### config.mk
export PLATFORM = sky130hd
export DESIGN_NAME = btn_event_ctrl_flat
export DESIGN_NICKNAME = d
export VERILOG_FILES = /design/src/rtl/btn_event_ctrl_if.sv /design/src/rtl/btn_event_ctrl.sv /design/src/flat_wrapper.sv
export SDC_FILE = /design/constraint.sdc
export NUM_CORES = 1
export LEC_CHECK = 0
export ABC_AREA = 0
export BUFFER_PORTS_ARGS = -buffer_cell sky130_fd_sc_hd__buf_2
export CAP_MARGIN = 20
export CORE_MARGIN = 8
export CORE_UTILIZATION = 55
export DETAILED_ROUTE_END_ITERATION = 6
export PLACE_DENSITY = 0.87
export REMOVE_ABC_BUFFERS = 1
export SYNTH_ARGS = -nofsm -noshare
export SYNTH_HDL_FRONTEND = slang
export SYNTH_SLANG_ARGS = --single-unit
export TNS_END_PERCENT = 5
### constraint.sdc
create_clock -name clk -period 4.7 [get_ports clk]
set_input_delay 0.94 -clock clk [delete_from_list [all_inputs] [get_ports clk]]
set_output_delay 0.94 -clock clk [all_outputs]
set_load 0.01 [all_outputs]
### src/rtl/btn_event_ctrl_if.sv
// Peripheral bus shared by the DispositivosInOut devices: chip select,
// write enable, register select, write data, registered read data and irq.
interface btn_event_ctrl_if;
  logic        cs;
  logic        we;
  logic [1:0]  reg_sel;
  logic [15:0] in;
  logic [15:0] out;
  logic        irq;

  modport master (
    output cs, we, reg_sel, in,
    input  out, irq
  );

  modport slave (
    input  cs, we, reg_sel, in,
    output out, irq
  );
endinterface

### src/rtl/btn_event_ctrl.sv
// Push-button controller: per-button 2-FF synchroniser and debouncer,
// sticky press-pending register (W1C), interrupt mask, saturating press
// counter, all exposed on the shared cs/we/reg_sel/in/out bus.
module btn_event_ctrl #(
  parameter int unsigned N_BTN           = 4,
  parameter int unsigned DEBOUNCE_CYCLES = 500000,
  parameter int unsigned CNT_W           = 20
) (
  input  logic             clk,
  input  logic             reset,
  input  logic [N_BTN-1:0] btn_raw,
  btn_event_ctrl_if.slave  bus
);

  localparam logic [CNT_W-1:0] CNT_MAX = CNT_W'(DEBOUNCE_CYCLES - 1);

  logic [N_BTN-1:0] sync1_q, sync1_d;
  logic [N_BTN-1:0] sync2_q, sync2_d;
  logic [CNT_W-1:0] cnt_q [N_BTN];
  logic [CNT_W-1:0] cnt_d [N_BTN];
  logic [N_BTN-1:0] stable_q, stable_d;
  logic [N_BTN-1:0] pend_q, pend_d;
  logic [N_BTN-1:0] mask_q, mask_d;
  logic [15:0]      evt_q, evt_d;
  logic [15:0]      out_q, out_d;
  logic             irq_q, irq_d;

  logic [N_BTN-1:0] press;
  logic [4:0]       press_cnt;
  logic             wr_en;
  logic             rd_en;
  logic [N_BTN-1:0] w1c;
  logic [15:0]      evt_base;
  logic [16:0]      evt_sum;
  logic [15:0]      rdata;

  // Synchronise raw pins and debounce: a level is accepted only after
  // DEBOUNCE_CYCLES consecutive cycles of disagreement with the stable level.
  always_comb begin
    sync1_d  = btn_raw;
    sync2_d  = sync1_q;
    stable_d = stable_q;
    for (int unsigned i = 0; i < N_BTN; i++) begin
      cnt_d[i] = '0;
      if (sync2_q[i] != stable_q[i]) begin
        if (cnt_q[i] == CNT_MAX) begin
          stable_d[i] = sync2_q[i];
        end else begin
          cnt_d[i] = cnt_q[i] + 1'b1;
        end
      end
    end
    press     = stable_d & ~stable_q;
    press_cnt = '0;
    for (int unsigned i = 0; i < N_BTN; i++) begin
      press_cnt = press_cnt + 5'(press[i]);
    end
  end

  // Register file update, read mux and interrupt generation.
  // Reads use pre-edge register values; a press always beats a W1C on the
  // same bit, and a counter clear still absorbs that cycle's presses.
  always_comb begin
    wr_en    = bus.cs & bus.we;
    rd_en    = bus.cs & ~bus.we;
    w1c      = (wr_en && bus.reg_sel == 2'd1) ? bus.in[N_BTN-1:0] : '0;
    pend_d   = (pend_q & ~w1c) | press;
    mask_d   = (wr_en && bus.reg_sel == 2'd2) ? bus.in[N_BTN-1:0] : mask_q;
    evt_base = (wr_en && bus.reg_sel == 2'd3) ? '0 : evt_q;
    evt_sum  = 17'(evt_base) + 17'(press_cnt);
    evt_d    = evt_sum[16] ? '1 : evt_sum[15:0];
    case (bus.reg_sel)
      2'd0:    rdata = 16'(stable_q);
      2'd1:    rdata = 16'(pend_q);
      2'd2:    rdata = 16'(mask_q);
      default: rdata = evt_q;
    endcase
    out_d = rd_en ? rdata : '0;
    irq_d = |(pend_q & mask_q);
  end

  // State registers, all cleared by the asynchronous reset.
  always_ff @(posedge clk or posedge reset) begin
    if (reset) begin
      sync1_q  <= '0;
      sync2_q  <= '0;
      stable_q <= '0;
      pend_q   <= '0;
      mask_q   <= '0;
      evt_q    <= '0;
      out_q    <= '0;
      irq_q    <= 1'b0;
      for (int unsigned i = 0; i < N_BTN; i++) begin
        cnt_q[i] <= '0;
      end
    end else begin
      sync1_q  <= sync1_d;
      sync2_q  <= sync2_d;
      stable_q <= stable_d;
      pend_q   <= pend_d;
      mask_q   <= mask_d;
      evt_q    <= evt_d;
      out_q    <= out_d;
      irq_q    <= irq_d;
      for (int unsigned i = 0; i < N_BTN; i++) begin
        cnt_q[i] <= cnt_d[i];
      end
    end
  end

  assign bus.out = out_q;
  assign bus.irq = irq_q;

endmodule

### src/flat_wrapper.sv
// flat-port wrapper written by rule: the top's interface ports become plain ports
module btn_event_ctrl_flat 
#(
  parameter int unsigned N_BTN           = 4,
  parameter int unsigned DEBOUNCE_CYCLES = 500000,
  parameter int unsigned CNT_W           = 20
)
  (clk, reset, btn_raw, bus_cs, bus_we, bus_reg_sel, bus_in, bus_out, bus_irq);
  btn_event_ctrl_if bus_i ();
  input  logic clk;
  input  logic reset;
  input  logic [N_BTN-1:0] btn_raw;
  input wire logic [$bits(bus_i.cs)-1:0] bus_cs;
  input wire logic [$bits(bus_i.we)-1:0] bus_we;
  input wire logic [$bits(bus_i.reg_sel)-1:0] bus_reg_sel;
  input wire logic [$bits(bus_i.in)-1:0] bus_in;
  output wire logic [$bits(bus_i.out)-1:0] bus_out;
  output wire logic [$bits(bus_i.irq)-1:0] bus_irq;
  assign bus_i.cs = bus_cs;
  assign bus_i.we = bus_we;
  assign bus_i.reg_sel = bus_reg_sel;
  assign bus_i.in = bus_in;
  assign bus_out = bus_i.out;
  assign bus_irq = bus_i.irq;
  btn_event_ctrl #(.N_BTN(N_BTN), .DEBOUNCE_CYCLES(DEBOUNCE_CYCLES), .CNT_W(CNT_W)) u_core (.clk(clk), .reset(reset), .btn_raw(btn_raw), .bus(bus_i));
endmodule
==> metrics.txt, run 1 <==
Cells after Synth 619; Synth Area in Adders 2.35%; dpl hpwl 9.04 mm; synthesis-to-layout area growth 13.8%; Max Buffers Root-to-Sink 2; skew final 8.83 ps; root buf cell clkbuf_16; clk_lat worst skew 410 ps; VDD IR max 0.000418 V; CTS Buf Count 17; largest net degree at the start of global routing 86; worst-path fanout max 5; Synth warnings 0; Primary FF master, synth dfrtp_1; cts hold-fix bufs 0; wire per inst 17.0 um; fin crit period 4470 ps; worst min path class reg2reg; die height 125 um; worst slew margin relative to its limit 48.2%; RSZ-0062 raised after global routing no; clock sinks 133; Die Wd 125 um; final setup fails 0; fmax 224 MHz; Post-synth ARST share 100%; type of element capturing the critical path flip-flop; Antenna Nets Post-Route 0; routed wl met3 765 um; XOR/XNOR Fraction of Synth Area 8.11%; clk slew on worst S/H paths 50 ps; starting density of the core 56.5%; Yosys reg bits 133; Final Max Tran Viols 0; status finished, final reports clean; Synth area leaders dfrtp_1 51%, xnor2_1 5.3%, nor2_1 3.9%; Compound-Gate Fraction of Synth Area 7.99%; sequential power share 45.9%; Routed Wire Length 13.7 mm; LEAKAGE 3.12 nW; vias in the first global route 5034; Pint 2.06 mW; top-area cell type share of the netlist area 51.3%; worst hold slack 349 ps; cell mode on critical path ha_1; first-pass GRT wire length 23.3 mm; Critical Path AT 4740 ps; crit-path cells ha_1 -> and4_1 -> nand2_1 -> or4_2 -> nor2_1 -> ha_1 -> fa_1 -> ha_1 -> ha_1 -> nand3_2 -> a2111oi_4 -> buf_4 -> xnor2_1 -> a21oi_1; final worst-path cycle share 95.0%; Syn Std Cell Area 6480 um2; GPL Wtd Cong 0.846; io pins 43; CP Class reg2reg; largest family of logic cells by synthesized area simple AND/OR/NAND/NOR gates; Residual DRC 0; logic gate share of total power 3.9%; drt via density 6.10; n_diodes 0; Max stage delay cell, worst path or4_2; clock share of power 50.2%; I/O Buffers 30; Distinct cells, synth 54; simple-gate portion of the synthesized area 24.8%; Psw 555 uW; family with the most delay on the worst path adder cells; sequential area share after synthesis 51.3%; Fin Setup TNS 0 ps; H-tree Lvls 4; CP Buf/Inv Count 1; first-pass detailed-route iteration total 5; CTS tree yes; met2 WL 6.93 mm; initial antenna violation count 0; Max stage delay on crit path 690 ps; fill cell count 823; Post-synth EDFFs 0; CORE AREA 11500 um2; max cap viols 0; P per Cell Area 354 nW/um2; Iter 0 DRT Violations 647; routed via count 4928; Avg Inst Size Synth 10.5 um2; Cell Rows 39; GRT Total Usage 17.8%; Crit path required time 4970 ps; post-synth top area cell dfrtp_1; nets@finish 689; Least-Margin Pin Slew 777 ps; Net Sw Frac 21.2%; Final Hold Viols 0; DRT met1 WL 5.84 mm; layout cells sized above 1 15.3%; top routing layer in use met4; mux cell area share after synthesis 3.42%; Overflow after GRT 0; die area 15500 um2; CP Launch Type flip-flop
-- final timing paths --
| path | slack [ps] | startpoint | endpoint | cells after the start |
|---|---|---|---|---|
| worst min-delay path | 350 | u_core.sync1_q[1] | u_core.sync2_q[1] | 0 |
| min in group asynchronous | 510 | reset | u_core.sync1_q[0] | 2 |
| max in group asynchronous | 3200 | reset | u_core.cnt_q[54] | 4 |
| worst min register to register | 350 | u_core.sync1_q[1] | u_core.sync2_q[1] | 0 |
| worst max-delay path | 230 | u_core.cnt_q[40] | u_core.evt_q[13] | 14 |
| worst max register to register | 230 | u_core.cnt_q[40] | u_core.evt_q[13] | 14 |
-- layer usage --
layer | track usage, % | up-vias
li1 | - | 2293
met1 | 21.5 | 2456
met2 | 29.7 | 155
met3 | 5.53 | 24
met4 | 5.39 | 0
met5 | 0 | -
-- through the flow --
stage / utilization [%] / power, mW / setup slack, ps / instance area, um2 / cells
after global routing: 64.4 / 2.69 / 3.79 / 7380 / 808
after detailed placement: 58.7 / 1.32 / 334 / 6730 / 773
final: 64.4 / 2.61 / 233 / 7380 / 808
after global placement: 58.7 / 1.31 / 507 / 6730 / 773
after CTS: 63.8 / 2.62 / 246 / 7320 / 805
after floorplan: - / 1.28 / 206 / 6390 / 598
-- power groups by stage --
stage	clock network, mW	logic [mW]	registers (mW)
2_1_floorplan	0	0.0656	1.21
3_3_place_gp	0	0.0965	1.22
3_5_place_dp	0	0.100	1.22
4_1_cts	1.32	0.102	1.20
5_1_grt	1.37	0.116	1.20
6_report	1.31	0.103	1.20
-- final cells by class --
cell class	count	area (um2)	area share [%]
sequential	133	3330	45.1
inverter	9	36.3	0.492
clock inverter	9	128	1.73
multi-input combinational	456	3040	41.2
timing repair buffer	35	208	2.81
clock buffer	23	458	6.21
tap	143	179	2.42
-- cells by family (layout without fill, tap and decap cells) --
logic type	after synthesis	in the layout
compound gates	75	75
simple gates	295	295
mux	15	15
xor+xnor	60	60
flops	133	133
buf+inv	30	76
fa+ha+maj	11	11
-- flip-flops by register name, indices dropped and copies added, names as in the netlist --
register	flops
u_core.pend_q	4
u_core.sync1_q	4
u_core.evt_q	16
u_core.stable_q	4
u_core.bus.irq	1
u_core.mask_q	4
u_core.bus.out	16
u_core.sync2_q	4
u_core.cnt_q	80
-- Yosys cell counts (all sizes together), types with 2 or more instances --
| cell type | count |
|---|---|
| dfrtp | 133 |
| and3 | 4 |
| mux2i | 3 |
| nand3 | 31 |
| and4 | 6 |
| xor2 | 21 |
| nor2b | 4 |
| nand3b | 3 |
| nand4 | 30 |
| inv | 9 |
| o31ai | 18 |
| ha | 9 |
| nand2b | 6 |
| nor4 | 16 |
| mux2 | 8 |
| buf | 5 |
| nor2 | 68 |
| a21oi | 30 |
| and2 | 17 |
| or2 | 10 |
| a22oi | 2 |
| a31oi | 4 |
| nand2 | 45 |
| nor3 | 17 |
| o21ai | 9 |
| mux4 | 4 |
| clkbuf | 16 |
| or4 | 23 |
| fa | 2 |
| xnor2 | 39 |
| or3 | 13 |
| a211oi | 4 |
-- what timing repair did --
action                     4_1_cts  5_1_grt
setup endpoints to repair        0        1
gates resized for setup          0        2
setup buffers                    0        2
-- placed cells by master, fill, tap and decap left out, drive strengths merged, types with 3 or more instances in the layout --
cell | Yosys | layout
dfrtp | 133 | 133
nor2 | 68 | 68
nand2 | 45 | 45
xnor2 | 39 | 39
buf | 5 | 35
nand3 | 31 | 31
a21oi | 30 | 30
nand4 | 30 | 30
or4 | 23 | 23
clkbuf | 16 | 23
xor2 | 21 | 21
o31ai | 18 | 18
and2 | 17 | 17
nor3 | 17 | 17
nor4 | 16 | 16
or3 | 13 | 13
or2 | 10 | 10
o21ai | 9 | 9
ha | 9 | 9
inv | 9 | 9
mux2 | 8 | 8
nand2b | 6 | 6
and4 | 6 | 6
a31oi | 4 | 4
a211oi | 4 | 4
mux4 | 4 | 4
nor2b | 4 | 4
and3 | 4 | 4
nand3b | 3 | 3
mux2i | 3 | 3
clkinvlp | 0 | 3
clkinv | 0 | 3
bufinv | 0 | 3
Note: power is estimated with default switching activity, not from simulation.
==> run 2: changes to the inputs <==
--- a/config.mk
+++ b/config.mk
@@ -12,6 +12,7 @@
 export CORE_UTILIZATION = 55
 export DETAILED_ROUTE_END_ITERATION = 6
 export PLACE_DENSITY = 0.87
+export RECOVER_POWER = 50
 export REMOVE_ABC_BUFFERS = 1
 export SYNTH_ARGS = -nofsm -noshare
 export SYNTH_HDL_FRONTEND = slang
==> run 2 against run 1 <==
Effect of this change:
- the flow now finishes with violations (capacitance limit, slew limit)
- flip-flop and latch count did not move
- fmax barely moved
- cell count did not move
- highest routed layer unchanged
- sequential share of layout area rose by 0.12 points
- design area fell by 0.25%
- largest cell class unchanged
==> metrics.txt, run 2 (same netlist as run 1, synthesis figures left out) <==
Routed Wire Length 13.6 mm (-0.79%); root buf cell clkbuf_16; CTS Buf Count 17 (unchanged); failing checks capacitance limit, slew limit; Iter 0 DRT Violations 673 (+4.0%); initial antenna violation count 0 (unchanged); Critical Path AT 4730 ps (about the same); GPL Wtd Cong 0.846 (unchanged); routed wl met3 808 um (+5.6%); fin crit period 4460 ps (-1.68 ps); Final Hold Viols 0 (unchanged); I/O Buffers 30 (unchanged); commonest non-fill, non-tap cell in the layout dfrtp_1; largest net degree at the start of global routing 86 (unchanged); Max Buffers Root-to-Sink 2 (unchanged); Setup WS pre-CTS 334 ps (unchanged); clk_lat worst skew 410 ps (about the same); Overflow after GRT 0 (unchanged); status finished, violations left; Final Instance Area 7360 um2 (-0.25%); top routing layer in use met4; GRT Total Usage 17.8% (unchanged); final setup fails 0 (unchanged); LEAKAGE 3.10 nW (-0.34%); H-tree Lvls 4 (unchanged); n_diodes 0 (unchanged); Antenna Nets Post-Route 0 (unchanged); hold path cells 0 (unchanged); synthesis-to-layout area growth 13.5%; P per Cell Area 354 nW/um2 (about the same); total power 2.61 mW (-0.21%); Fin Setup TNS 0 ps (unchanged); skew final 8.83 ps (-0.00483 ps); Least-Margin Pin Slew 2530 ps (+1760 ps); worst-path fanout max 5 (unchanged); RSZ-0062 raised after global routing no; clk slew on worst S/H paths 50 ps (about the same); Cell Rows 39 (unchanged); VDD IR max 0.000417 V (-0.29%); type of element capturing the critical path flip-flop; first-pass GRT wire length 23.3 mm (unchanged); CTS tree yes; Die Wd 125 um (unchanged); fmax 224 MHz (about the same); dpl hpwl 9.04 mm (unchanged); wire per inst 16.9 um (-0.79%); CP Launch Type flip-flop; layout cells sized above 1 14.9% (-0.45 points); Residual DRC 0 (unchanged); worst slew margin relative to its limit -68.9% (-120 points); first-pass detailed-route iteration total 6 (+1); most frequent cells in the layout 133 x dfrtp_1, 68 x nor2_1, 45 x nand2_1, 39 x xnor2_1; worst r2r path cells 14 (unchanged); Final Max Tran Viols 60 (+60); cts hold-fix bufs 0 (unchanged); Crit path required time 4970 ps (about the same); clock sinks 133 (unchanged); routed via count 4941 (+0.26%); die height 125 um (unchanged); Biggest register u_core.cnt_q; CORE AREA 11500 um2 (unchanged); io pins 43 (unchanged); Largest register FFs 80 (unchanged); Cell Area, Placed 6730 um2 (unchanged); final worst-path cycle share 95.0% (about the same); max cap viols 1 (+1); starting density of the core 56.5% (unchanged); die area 15500 um2 (unchanged); nets@finish 689 (unchanged); met2 WL 6.88 mm (-0.74%); drt via density 6.12 (+0.26%); vias in the first global route 5034 (unchanged); fill cell count 828 (+0.61%); CP Class reg2reg; crit path setup slack, layout 235 ps (+1.68 ps); worst min path class reg2reg; DRT met1 WL 5.72 mm (-2.0%)
## run 2: final cells by class
type                    instances  area, um2  share of cell area (%)
flip-flops and latches        133       3330                    45.2
well taps                     143        179                    2.43
multi-input cells             456       3040                    41.3
clock buffers                  23        458                    6.22
inverters                       9       35.0                   0.476
clock inverters                 9        128                    1.73
repair buffers                 35        190                    2.58
## run 2: per-layer routing
metal / vias up / GRT usage (%)
met4: 0 / 5.39
li1: 2295 / -
met2: 157 / 29.7
met1: 2460 / 21.5
met5: - / 0
met3: 29 / 5.53
## run 2: final timing paths
path | to | slack, ps | from
setup / recovery | u_core.evt_q[13] | 240 | u_core.cnt_q[40]
hold / removal | u_core.sync2_q[1] | 350 | u_core.sync1_q[1]
setup reg to reg | u_core.evt_q[13] | 240 | u_core.cnt_q[40]
hold reg to reg | u_core.sync2_q[1] | 350 | u_core.sync1_q[1]
max in group asynchronous | u_core.evt_q[7] | 930 | reset
min in group asynchronous | u_core.sync1_q[0] | 750 | reset
## run 2: where the power goes
part / internal, mW / switching [mW]
logic: 0.0383 / 0.0617
registers: 1.17 / 0.0257
clock network: 0.845 / 0.464
## run 2: worst max-delay path: stages (launching register included)
cell	delay [ps]
dfrtp_1	400
ha_1	260
and4_1	270
nand2_1	170
or4_2	690
nor2_1	160
ha_1	260
fa_1	380
ha_1	340
ha_1	340
nand3_2	160
a2111oi_4	480
buf_4	180
xnor2_1	120
a21oi_1	110
## run 2: what timing repair did
item,in CTS,in global routing
resized for setup,0,2
setup endpoints to repair,0,1
setup buffers,0,2
## run 2: per-stage QoR
step	cells	util (%)	hold WS (ps)
4_1_cts	805	63.8	349
3_3_place_gp	773	58.7	336
2_1_floorplan	598	-	331
5_1_grt	808	64.2	366
3_5_place_dp	773	58.7	337
6_report	808	64.2	349
